### src/rtl/ps2_keyboard_receiver_pkg.sv
// ============================================================================
//  Module      : ps2_keyboard_receiver_pkg
//  Description : Shared scancodes, prefix bytes, FSM encoding and parity helper
//                for the PS/2 keyboard receiver.
//  Revision    : 1.0 - initial release
// ============================================================================
`default_nettype none

package ps2_keyboard_receiver_pkg;

    localparam logic [7:0] SC_W         = 8'h1D;
    localparam logic [7:0] SC_A         = 8'h1C;
    localparam logic [7:0] SC_S         = 8'h1B;
    localparam logic [7:0] SC_D         = 8'h23;
    localparam logic [7:0] SC_R         = 8'h2D;
    localparam logic [7:0] SC_ENTER     = 8'h5A;
    localparam logic [7:0] BREAK_PREFIX = 8'hF0;
    localparam logic [7:0] EXT_PREFIX   = 8'hE0;

    typedef enum logic [1:0] {
        ST_IDLE   = 2'd0,
        ST_DATA   = 2'd1,
        ST_PARITY = 2'd2,
        ST_STOP   = 2'd3
    } ps2_state_e;

    // Odd parity: data bits plus parity bit must contain an odd number of ones.
    function automatic logic odd_parity_ok(input logic [7:0] data, input logic par);
        return ^{data, par};
    endfunction

endpackage

`default_nettype wire

### src/rtl/ps2_keyboard_receiver_sync_edge.sv
// ============================================================================
//  Module      : ps2_sync_edge
//  Description : 2-FF synchronizer for the raw PS/2 clock plus falling-edge
//                detector on the synchronized level.
//  Revision    : 1.0 - initial release
// ============================================================================
`default_nettype none

module ps2_sync_edge (
    input  logic clk_i,
    input  logic rst_i,
    input  logic async_i,
    output logic fall_o
);

    logic meta_q;
    logic sync_q;
    logic prev_q;

    // Reset to the idle-high level so leaving reset never fakes an edge.
    always_ff @(posedge clk_i or posedge rst_i) begin
        if (rst_i) begin
            meta_q <= 1'b1;
            sync_q <= 1'b1;
            prev_q <= 1'b1;
        end else begin
            meta_q <= async_i;
            sync_q <= meta_q;
            prev_q <= sync_q;
        end
    end

    assign fall_o = prev_q & ~sync_q;

endmodule

`default_nettype wire

### src/rtl/ps2_keyboard_receiver.sv
// ============================================================================
//  Module      : ps2_keyboard_receiver
//  Description : PS/2 device-to-host deframer delivering make scancodes with a
//                self-clearing flag. Optional PS2_PARITY_CHECK_EN adds odd
//                parity checking and the oParityError port.
//  Revision    : 1.0 - initial release
// ============================================================================
`default_nettype none

module ps2_keyboard_receiver
    import ps2_keyboard_receiver_pkg::*;
#(
    parameter int TIMEOUT_CYCLES   = 5000,
    parameter int FLAG_HOLD_CYCLES = 1000
) (
    input  logic       Clock,
    input  logic       Reset,
    input  logic       iPS2Clock,
    input  logic       iPS2Data,
    input  logic       iKeyboardReset,
    output logic [7:0] oData,
    output logic       oKeyboardFlag,
    output logic       oFrameError
`ifdef PS2_PARITY_CHECK_EN
    ,
    output logic       oParityError
`endif
);

    localparam int TW = $clog2(TIMEOUT_CYCLES + 1);
    localparam int HW = $clog2(FLAG_HOLD_CYCLES + 1);

    logic          w_fall;
    logic          data_meta_q;
    logic          data_sync_q;

    ps2_state_e    state_q,     state_d;
    logic [2:0]    bit_cnt_q,   bit_cnt_d;
    logic [7:0]    shift_q,     shift_d;
    logic          parity_q,    parity_d;
    logic [TW-1:0] timer_q,     timer_d;
    logic          break_q,     break_d;
    logic [7:0]    data_q,      data_d;
    logic          flag_q,      flag_d;
    logic [HW-1:0] hold_q,      hold_d;
    logic          pend_q,      pend_d;
    logic [7:0]    pend_byte_q, pend_byte_d;
    logic          ferr_q,      ferr_d;
    logic          perr_q,      perr_d;

    logic          w_valid;
    logic          w_deliver;
    logic          w_timeout;

    ps2_sync_edge u_clk_sync (
        .clk_i   (Clock),
        .rst_i   (Reset),
        .async_i (iPS2Clock),
        .fall_o  (w_fall)
    );

    // Data is delayed by the same two stages as the clock so both line up
    // on the cycle the falling edge is flagged.
    always_ff @(posedge Clock or posedge Reset) begin
        if (Reset) begin
            data_meta_q <= 1'b1;
            data_sync_q <= 1'b1;
        end else begin
            data_meta_q <= iPS2Data;
            data_sync_q <= data_meta_q;
        end
    end

    always_ff @(posedge Clock or posedge Reset) begin
        if (Reset) begin
            state_q     <= ST_IDLE;
            bit_cnt_q   <= '0;
            shift_q     <= '0;
            parity_q    <= 1'b0;
            timer_q     <= '0;
            break_q     <= 1'b0;
            data_q      <= 8'h00;
            flag_q      <= 1'b0;
            hold_q      <= '0;
            pend_q      <= 1'b0;
            pend_byte_q <= 8'h00;
            ferr_q      <= 1'b0;
            perr_q      <= 1'b0;
        end else begin
            state_q     <= state_d;
            bit_cnt_q   <= bit_cnt_d;
            shift_q     <= shift_d;
            parity_q    <= parity_d;
            timer_q     <= timer_d;
            break_q     <= break_d;
            data_q      <= data_d;
            flag_q      <= flag_d;
            hold_q      <= hold_d;
            pend_q      <= pend_d;
            pend_byte_q <= pend_byte_d;
            ferr_q      <= ferr_d;
            perr_q      <= perr_d;
        end
    end

    always_comb begin
        state_d     = state_q;
        bit_cnt_d   = bit_cnt_q;
        shift_d     = shift_q;
        parity_d    = parity_q;
        break_d     = break_q;
        data_d      = data_q;
        flag_d      = flag_q;
        hold_d      = hold_q;
        pend_d      = pend_q;
        pend_byte_d = pend_byte_q;
        ferr_d      = 1'b0;
        perr_d      = 1'b0;
        w_valid     = 1'b0;
        w_deliver   = 1'b0;

        if (w_fall || state_q == ST_IDLE) begin
            timer_d = '0;
        end else begin
            timer_d = timer_q + 1'b1;
        end
        w_timeout = (state_q != ST_IDLE) && !w_fall && (timer_q == TW'(TIMEOUT_CYCLES - 1));

        if (w_timeout) begin
            state_d = ST_IDLE;
            ferr_d  = 1'b1;
            timer_d = '0;
        end else if (w_fall) begin
            case (state_q)
                ST_IDLE: begin
                    if (!data_sync_q) begin
                        state_d   = ST_DATA;
                        bit_cnt_d = '0;
                    end else begin
                        ferr_d = 1'b1;
                    end
                end
                ST_DATA: begin
                    shift_d   = {data_sync_q, shift_q[7:1]};
                    bit_cnt_d = bit_cnt_q + 3'd1;
                    if (bit_cnt_q == 3'd7) begin
                        state_d = ST_PARITY;
                    end
                end
                ST_PARITY: begin
                    parity_d = data_sync_q;
                    state_d  = ST_STOP;
                end
                ST_STOP: begin
                    state_d = ST_IDLE;
                    if (!data_sync_q) begin
                        ferr_d = 1'b1;
                    end else begin
`ifdef PS2_PARITY_CHECK_EN
                        if (!odd_parity_ok(shift_q, parity_q)) begin
                            perr_d = 1'b1;
                        end else begin
                            w_valid = 1'b1;
                        end
`else
                        w_valid = 1'b1;
`endif
                    end
                end
                default: state_d = ST_IDLE;
            endcase
        end

        if (w_valid) begin
            if (shift_q == BREAK_PREFIX) begin
                break_d = 1'b1;
            end else if (shift_q == EXT_PREFIX) begin
                break_d = break_q;
            end else if (break_q) begin
                break_d = 1'b0;
            end else begin
                w_deliver = 1'b1;
            end
        end

        if (flag_q) begin
            hold_d = hold_q + 1'b1;
        end
        if (pend_q) begin
            pend_d = 1'b0;
            flag_d = 1'b1;
            data_d = pend_byte_q;
            hold_d = '0;
        end else if (flag_q && (iKeyboardReset || hold_q == HW'(FLAG_HOLD_CYCLES - 1))) begin
            flag_d = 1'b0;
            hold_d = '0;
        end

        // A code arriving while the flag is up forces a one-cycle low so the
        // consumer's falling-edge detector fires for every code.
        if (w_deliver) begin
            if (flag_q) begin
                flag_d      = 1'b0;
                pend_d      = 1'b1;
                pend_byte_d = shift_q;
            end else begin
                flag_d = 1'b1;
                data_d = shift_q;
                hold_d = '0;
            end
        end
    end

    assign oData         = data_q;
    assign oKeyboardFlag = flag_q;
    assign oFrameError   = ferr_q;

`ifdef PS2_PARITY_CHECK_EN
    assign oParityError  = perr_q;
`else
    logic unused_parity;
    assign unused_parity = parity_q ^ perr_q;
`endif

endmodule

`default_nettype wire
### config.mk
export PLATFORM = sky130hd
export DESIGN_NAME = ps2_keyboard_receiver
export DESIGN_NICKNAME = d
export VERILOG_FILES = /design/src/rtl/ps2_keyboard_receiver_pkg.sv /design/src/rtl/ps2_keyboard_receiver_sync_edge.sv /design/src/rtl/ps2_keyboard_receiver.sv
export SDC_FILE = /design/constraint.sdc
export NUM_CORES = 1
export LEC_CHECK = 0
export CORE_MARGIN = 2
export CORE_UTILIZATION = 55
export DETAILED_ROUTE_END_ITERATION = 6
export PLACE_DENSITY = 0.74
export SYNTH_ARGS = -nofsm -noshare
export SYNTH_HDL_FRONTEND = slang
export SYNTH_SLANG_ARGS = --single-unit
### constraint.sdc
create_clock -name Clock -period 2.25 [get_ports Clock]
set_input_delay 0.45 -clock Clock [delete_from_list [all_inputs] [get_ports Clock]]
set_output_delay 0.45 -clock Clock [all_outputs]
set_load 0.05 [all_outputs]
======== Yosys cells after proc, flatten, opt, wreduce, memory -nomap -nowiden ========
Index checks and enable logic that the tools add are counted.
word-level totals
  word-level logic and storage cells ...... 87
  input bits .............................. 5
  register bits after elaboration ......... 61
  output and inout port bits .............. 10
  memory bits (read-only) ................. 0
  memories ................................ 0
  latch bits .............................. 0
  bits in writable memories ............... 0
cells by class
  multipliers ............................. 0
  reduce and logical (&&, ||, !) cells .... 16
  equal/unequal tests ..................... 12
  multiplexer cells ....................... 37
  bitwise operators ....................... 3
  order comparisons ....................... 0
  add/subtract/negate cells ............... 3
  shifts and indexed selects .............. 0
  div/mod/pow operators ................... 0
operators by type and width
  cell                   count
  $mux 10                5
  $mux 13                2
  $mux 8                 3
  $mux 1                 19
  $eq 8x8->1 const B     2
  $add 13x1->13 const B  1
  $eq 13x13->1 const B   1
  $add 10x1->10 const B  1
  $eq 10x10->1 const B   1
  $mux 2                 4
  $pmux 2 s4             1
  $ne 3x3->1 const B     2
  $pmux 3 s2             1
  $reduce_and 3->1       2
  $reduce_bool 2->1      3
  $eq 2x2->1 const B     2
  $ne 2x2->1 const B     2
  $reduce_and 2->1       2
  $reduce_and 4->1       1
  $add 3x1->3 const B    1
  $eq 3x3->1 const B     1
  $logic_and 1x1->1      3
  $mux 3                 1
  $reduce_bool 3->1      1
  7 further kinds        9

======== Depth between registers and ports, before layout ========
  depth after elaboration ................. 8
  depth in mapped cells ................... 7
  mapped depth without buffers ............ 6

======== By module ========
From an unflattened synthesis, not the netlist that was laid out.
unflattened totals
  cell total of the unflattened synthesis .. 238
  area, all modules ....................... 2875.3 um2
modules (own cells, without submodules)
  module                 seq. area each (um2)  cells each  instances  area each (um2)
  ps2_keyboard_receiver  1453.9                233         1          2778.9
  ps2_sync_edge          78.8                  5           1          96.3

======== Least setup slack after synthesis ========
OpenSTA, ideal clock, no wires.
  kind .................................... register to register
  from .................................... reg flag_q (netlist: oKeyboardFlag)
  to ...................................... reg hold_q[3]
  setup time .............................. 0.138 ns
  required time ........................... 2.112 ns
  setup slack ............................. 0.375 ns
  cell stages (with the launch flop) ...... 7
  clock period less this slack ............ 1.875 ns
  buffers on the path ..................... 2
  arrival time ............................ 1.738 ns
  cell sequence ........................... dfrtp_1 -> buf_2 -> or2_2 -> a211o_2 -> buf_2 -> o211ai_1 -> nor2_1
on the way
  word-level cells in the longest chain between the ends .. 5
  elaborated cells between the ends (all ways) .. 6
  classes of those cells .................. mux (5); reduce/logical (1)
ends and longest elaborated chain
  what                                          RTL line                                                    RTL
  start, declared                               ps2_keyboard_receiver.sv:44                                 logic flag_q, flag_d;
  start signal, assigned                        ps2_keyboard_receiver.sv:97                                 flag_q <= flag_d;
  $mux 10 or $logic_and 1x1->1 (tied branches)  ps2_keyboard_receiver.sv:186, ps2_keyboard_receiver.sv:194
  $mux 10                                       ps2_keyboard_receiver.sv:194                                end else if (flag_q && (iKeyboardReset || hold_q == HW'(FLAG_HOLD_CYCLES - 1))) begin
  $mux 10                                       ps2_keyboard_receiver.sv:189                                if (pend_q) begin
  $mux 10                                       ps2_keyboard_receiver.sv:202                                if (flag_q) begin
  $mux 10 (*)                                   ps2_keyboard_receiver.sv:201                                if (w_deliver) begin
  net hold_d[3]                                 ps2_keyboard_receiver.sv:45                                 logic [HW-1:0] hold_q, hold_d;
  end signal, assigned                          ps2_keyboard_receiver.sv:98                                 hold_q <= hold_d;
  end, declared                                 ps2_keyboard_receiver.sv:45
The timed path passes the listed nets; every way through them passes the cells marked *.
A chain may end at the register's enable or synchronous reset.

======== Worst setup path after layout ========
  from .................................... reg flag_q (netlist: oKeyboardFlag)
  to ...................................... out oKeyboardFlag
RTL lines
  what           RTL line                     RTL
  end, declared  ps2_keyboard_receiver.sv:22  output logic oKeyboardFlag,
No word-level cell between the ends.

==> metrics.txt <==
# Post-CTS Setup Buffers 0; Combinational Power Share between 20% and 30%; Post-Syn Instances between 200 and 250; detailed router's first-iteration violation count 88; root buffer cell clkbuf_8; clock skew about 0.0063 ns; Crit-path slowest cell clkdlybuf4s50_1; GR Util All Layers between 10% and 20%; CORE AREA a little over 0.005 mm²; Mapped Area around 0.0028 mm²; Routability Congestion approximately 0.8; initial antenna violation count 0; CP arrival 1.55 ns; H-tree levels 3; clk sinks between 60 and 70; mean post-synth cell area 11.48 µm²; Starting Density 56.03%; clock latency on the worst-skew pair roughly 0.34 ns; # DRC 0; total power around 3.5 mW; Final #Nets 283; Final Cycle Share 88.67%; row count 26; crit end category output port; I/O pin total 15; die area ~0.0057 mm²; chip height around 76 µm; RSZ-0062 raised after global routing no; P_leak roughly 1.5 nW; Syn Nets roughly 260; Clock power frac 26.8%; f_max approximately 500 MHz; antenna cell count 0; max-slew violation count 0; Yosys top cell area share 49.60%; Critical Path RT about 1.8 ns; CP top delay family buffers and inverters; total number of vias between 1500 and 2000; Unique masters post-synth 42; Die Wd roughly 76 µm; Setup violations, final 0; Internal ~2.3 mW; Max Cap Violations 0; cells along the critical path clkdlybuf4s50_1; clock transition at the registers of the reported paths approximately 0.060 ns; CTS Buffer Depth 2; startpoint types flip-flop; first-pass GRT wire length between 7000 and 8000 µm; Psw 1.245 mW; biggest cell delay along the critical path between 0.8 and 0.9 ns; top cells by area, synth dfrtp_1 (50%), dfstp_2 (4.7%), nor2_1 (4.7%); Worst-Margin Slew 0.5743 ns; status finished, final reports clean; class of the worst hold path flip-flop to flip-flop; DRT Pass-1 Iters 4; share of layout cells above drive strength 1 between 10% and 20%; Worst slew margin roughly three fifths; minimum clock period 1.995 ns; switching share of power 35.19%; Hold Buf Count CTS 0; via density per instance 5.435; register area share after synthesis between 50% and 60%; largest net degree at the start of global routing 62; TritonCTS buffer count 9; Synthesis Warnings 0; sequential power share a little over two fifths; Final Hold Viols 0; cts repair resizes 0; total congestion overflow 0; peak supply drop about 0.63 mV; number of global-route vias before repair 1737; largest area contributor in the netlist dfrtp_1; WP buf/inv 1; flops & latches, synth between 60 and 70; area grow syn2layout 15.59%; Fin Setup TNS 0 ns; CTS tree built; IO Port Bufs 14; WL/cell approximately 14 µm; Total Wirelength ~4800 µm; Setup CP Type flip-flop to output port; pwr/cell area approximately 1100 mW/mm²; Fillers about 410; post-DP HPWL ~3100 µm; worst-path fanout max 3; Detail Route Antenna Nets 0; reg2reg setup slack 0.31 ns
final cells by class:
| cell class | count | area (µm²) | share of cell area [%] |
|---|---|---|---|
| Clock inverter | 4 | 47.55 | 1.456 |
| Inverter | 8 | 30.03 | 0.9195 |
| Multi-Input combinational cell | 170 | 1225 | 37.51 |
| Timing Repair Buffer | 20 | 197.7 | 6.054 |
| Clock buffer | 12 | 145.1 | 4.444 |
| Tap cell | 70 | 87.58 | 2.682 |
| Sequential cell | 61 | 1533 | 46.93 |
per-layer routing:
layer / up-vias / wire [µm] / track usage, % / share of wire, %
li1: 915 / - / - / -
met1: 924 / 2313 / 24.96 / 49
met2: 27 / 2186 / 28.70 / 46
met3: 9 / 164 / 6.349 / 3.4
met4: 0 / 91 / 8.772 / 1.9
met5: - / 0 / 0 / 0
cells in the final DEF (no fill, tap or decap), types with 5 or more instances in the layout:
cell	count
nor3_1	8
clkbuf_8	10
ha_1	8
buf_4	5
nand4_1	6
nand2_1	11
nor2_1	35
dfstp_2	5
clkdlybuf4s50_1	14
mux2_2	9
mux2i_1	10
and3_1	5
dfrtp_1	56
xnor2_1	10
xor2_1	9
inv_1	7
mux2_4	8
a21oi_1	11
nand3_1	7
registers in the layout, indices dropped and copies added, names as in the netlist:
| register | count |
|---|---|
| u_clk_sync.prev_q | 1 |
| oData | 8 |
| bit_cnt_q | 3 |
| oKeyboardFlag | 1 |
| data_meta_q | 1 |
| timer_q | 13 |
| pend_byte_q | 8 |
| break_q | 1 |
| shift_q | 8 |
| hold_q | 10 |
| pend_q | 1 |
| data_sync_q | 1 |
| u_clk_sync.sync_q | 1 |
| oFrameError | 1 |
| state_q | 2 |
| u_clk_sync.meta_q | 1 |
metrics by stage:
| step | std cells | cell area (µm²) | hold slack (ns) | util (%) | setup WS (ns) |
|---|---|---|---|---|---|
| 2_1_floorplan | 246 | 2825 | 0.3452 | - | 0.2952 |
| 3_3_place_gp | 329 | 3073 | 0.3463 | 60.94 | 0.4131 |
| 3_5_place_dp | 329 | 3073 | 0.3475 | 60.94 | 0.3509 |
| 4_1_cts | 345 | 3266 | 0.3521 | 64.76 | 0.2368 |
| 5_1_grt | 345 | 3266 | 0.3589 | 64.76 | 0.2067 |
| 6_report | 345 | 3266 | 0.3503 | 64.76 | 0.2550 |
power by group through the flow:
stage | logic [mW] | registers, mW | clock network [mW]
floorplan | 0.503 | 1.77 | 0
global placement | 1.02 | 1.55 | 0
detailed placement | 1.05 | 1.56 | 0
CTS | 1.06 | 1.54 | 0.972
global route | 1.13 | 1.58 | 1.02
finish | 1.04 | 1.55 | 0.949
logic make-up after synthesis:
kind of cell,after synthesis,share of synthesized area [%]
AND/OR/NAND/NOR,90,16.25
XOR/XNOR,19,5.890
flip-flops,61,54.25
buffers and inverters,15,2.391
multiplexers,27,11.38
AO/OA/AOI/OAI,26,6.289
adder cells (fa/ha/maj),8,3.543
synthesized netlist by cell type:
master,count
nand2_1,11
nor3b_1,1
o311ai_0,1
dfrtp_1,56
and4b_1,1
or2_2,1
o221a_2,1
nor4bb_1,2
a211oi_2,1
nor2b_1,4
o21ai_0,1
buf_2,3
xnor2_1,10
a21o_1,1
ha_1,8
nand3_1,7
mux2_4,8
nand4b_2,1
and4_1,3
nor3_1,8
a31oi_1,2
a211oi_1,1
a41oi_1,1
xor2_1,9
and3_1,5
nand2b_1,1
nor4_1,2
mux2i_1,10
o211ai_1,2
clkbuf_1,3
o22ai_1,1
inv_1,8
a211o_2,1
mux2_2,9
dfstp_2,5
nor2_1,35
a22o_1,2
nand4_1,6
and2_1,1
a21oi_1,11
and2_2,1
buf_6,1
worst register-to-register path, cell delays in order (launching register included):
cell	delay, ns
dfrtp_1	0.43
ha_1	0.25
nand4b_2	0.16
a211oi_2	0.31
and2_1	0.17
buf_4	0.20
mux2_4	0.31
final timing paths:
| kind | from | to | cells past startpoint |
|---|---|---|---|
| worst max-delay path | oKeyboardFlag$_DFFE_PP0P_ | oKeyboardFlag | 1 |
| worst min-delay path | data_meta_q$_DFF_PP1_ | data_sync_q$_DFF_PP1_ | 0 |
| worst max register to register | state_q[0]$_DFFE_PP0P_ | pend_byte_q[2]$_DFFE_PP0P_ | 6 |
| worst min register to register | data_meta_q$_DFF_PP1_ | data_sync_q$_DFF_PP1_ | 0 |
| max in group asynchronous | Reset | data_meta_q$_DFF_PP1_ | 3 |
| min in group asynchronous | Reset | timer_q[9]$_DFF_PP0_ | 3 |
Note: power is estimated with default switching activity, not from simulation.
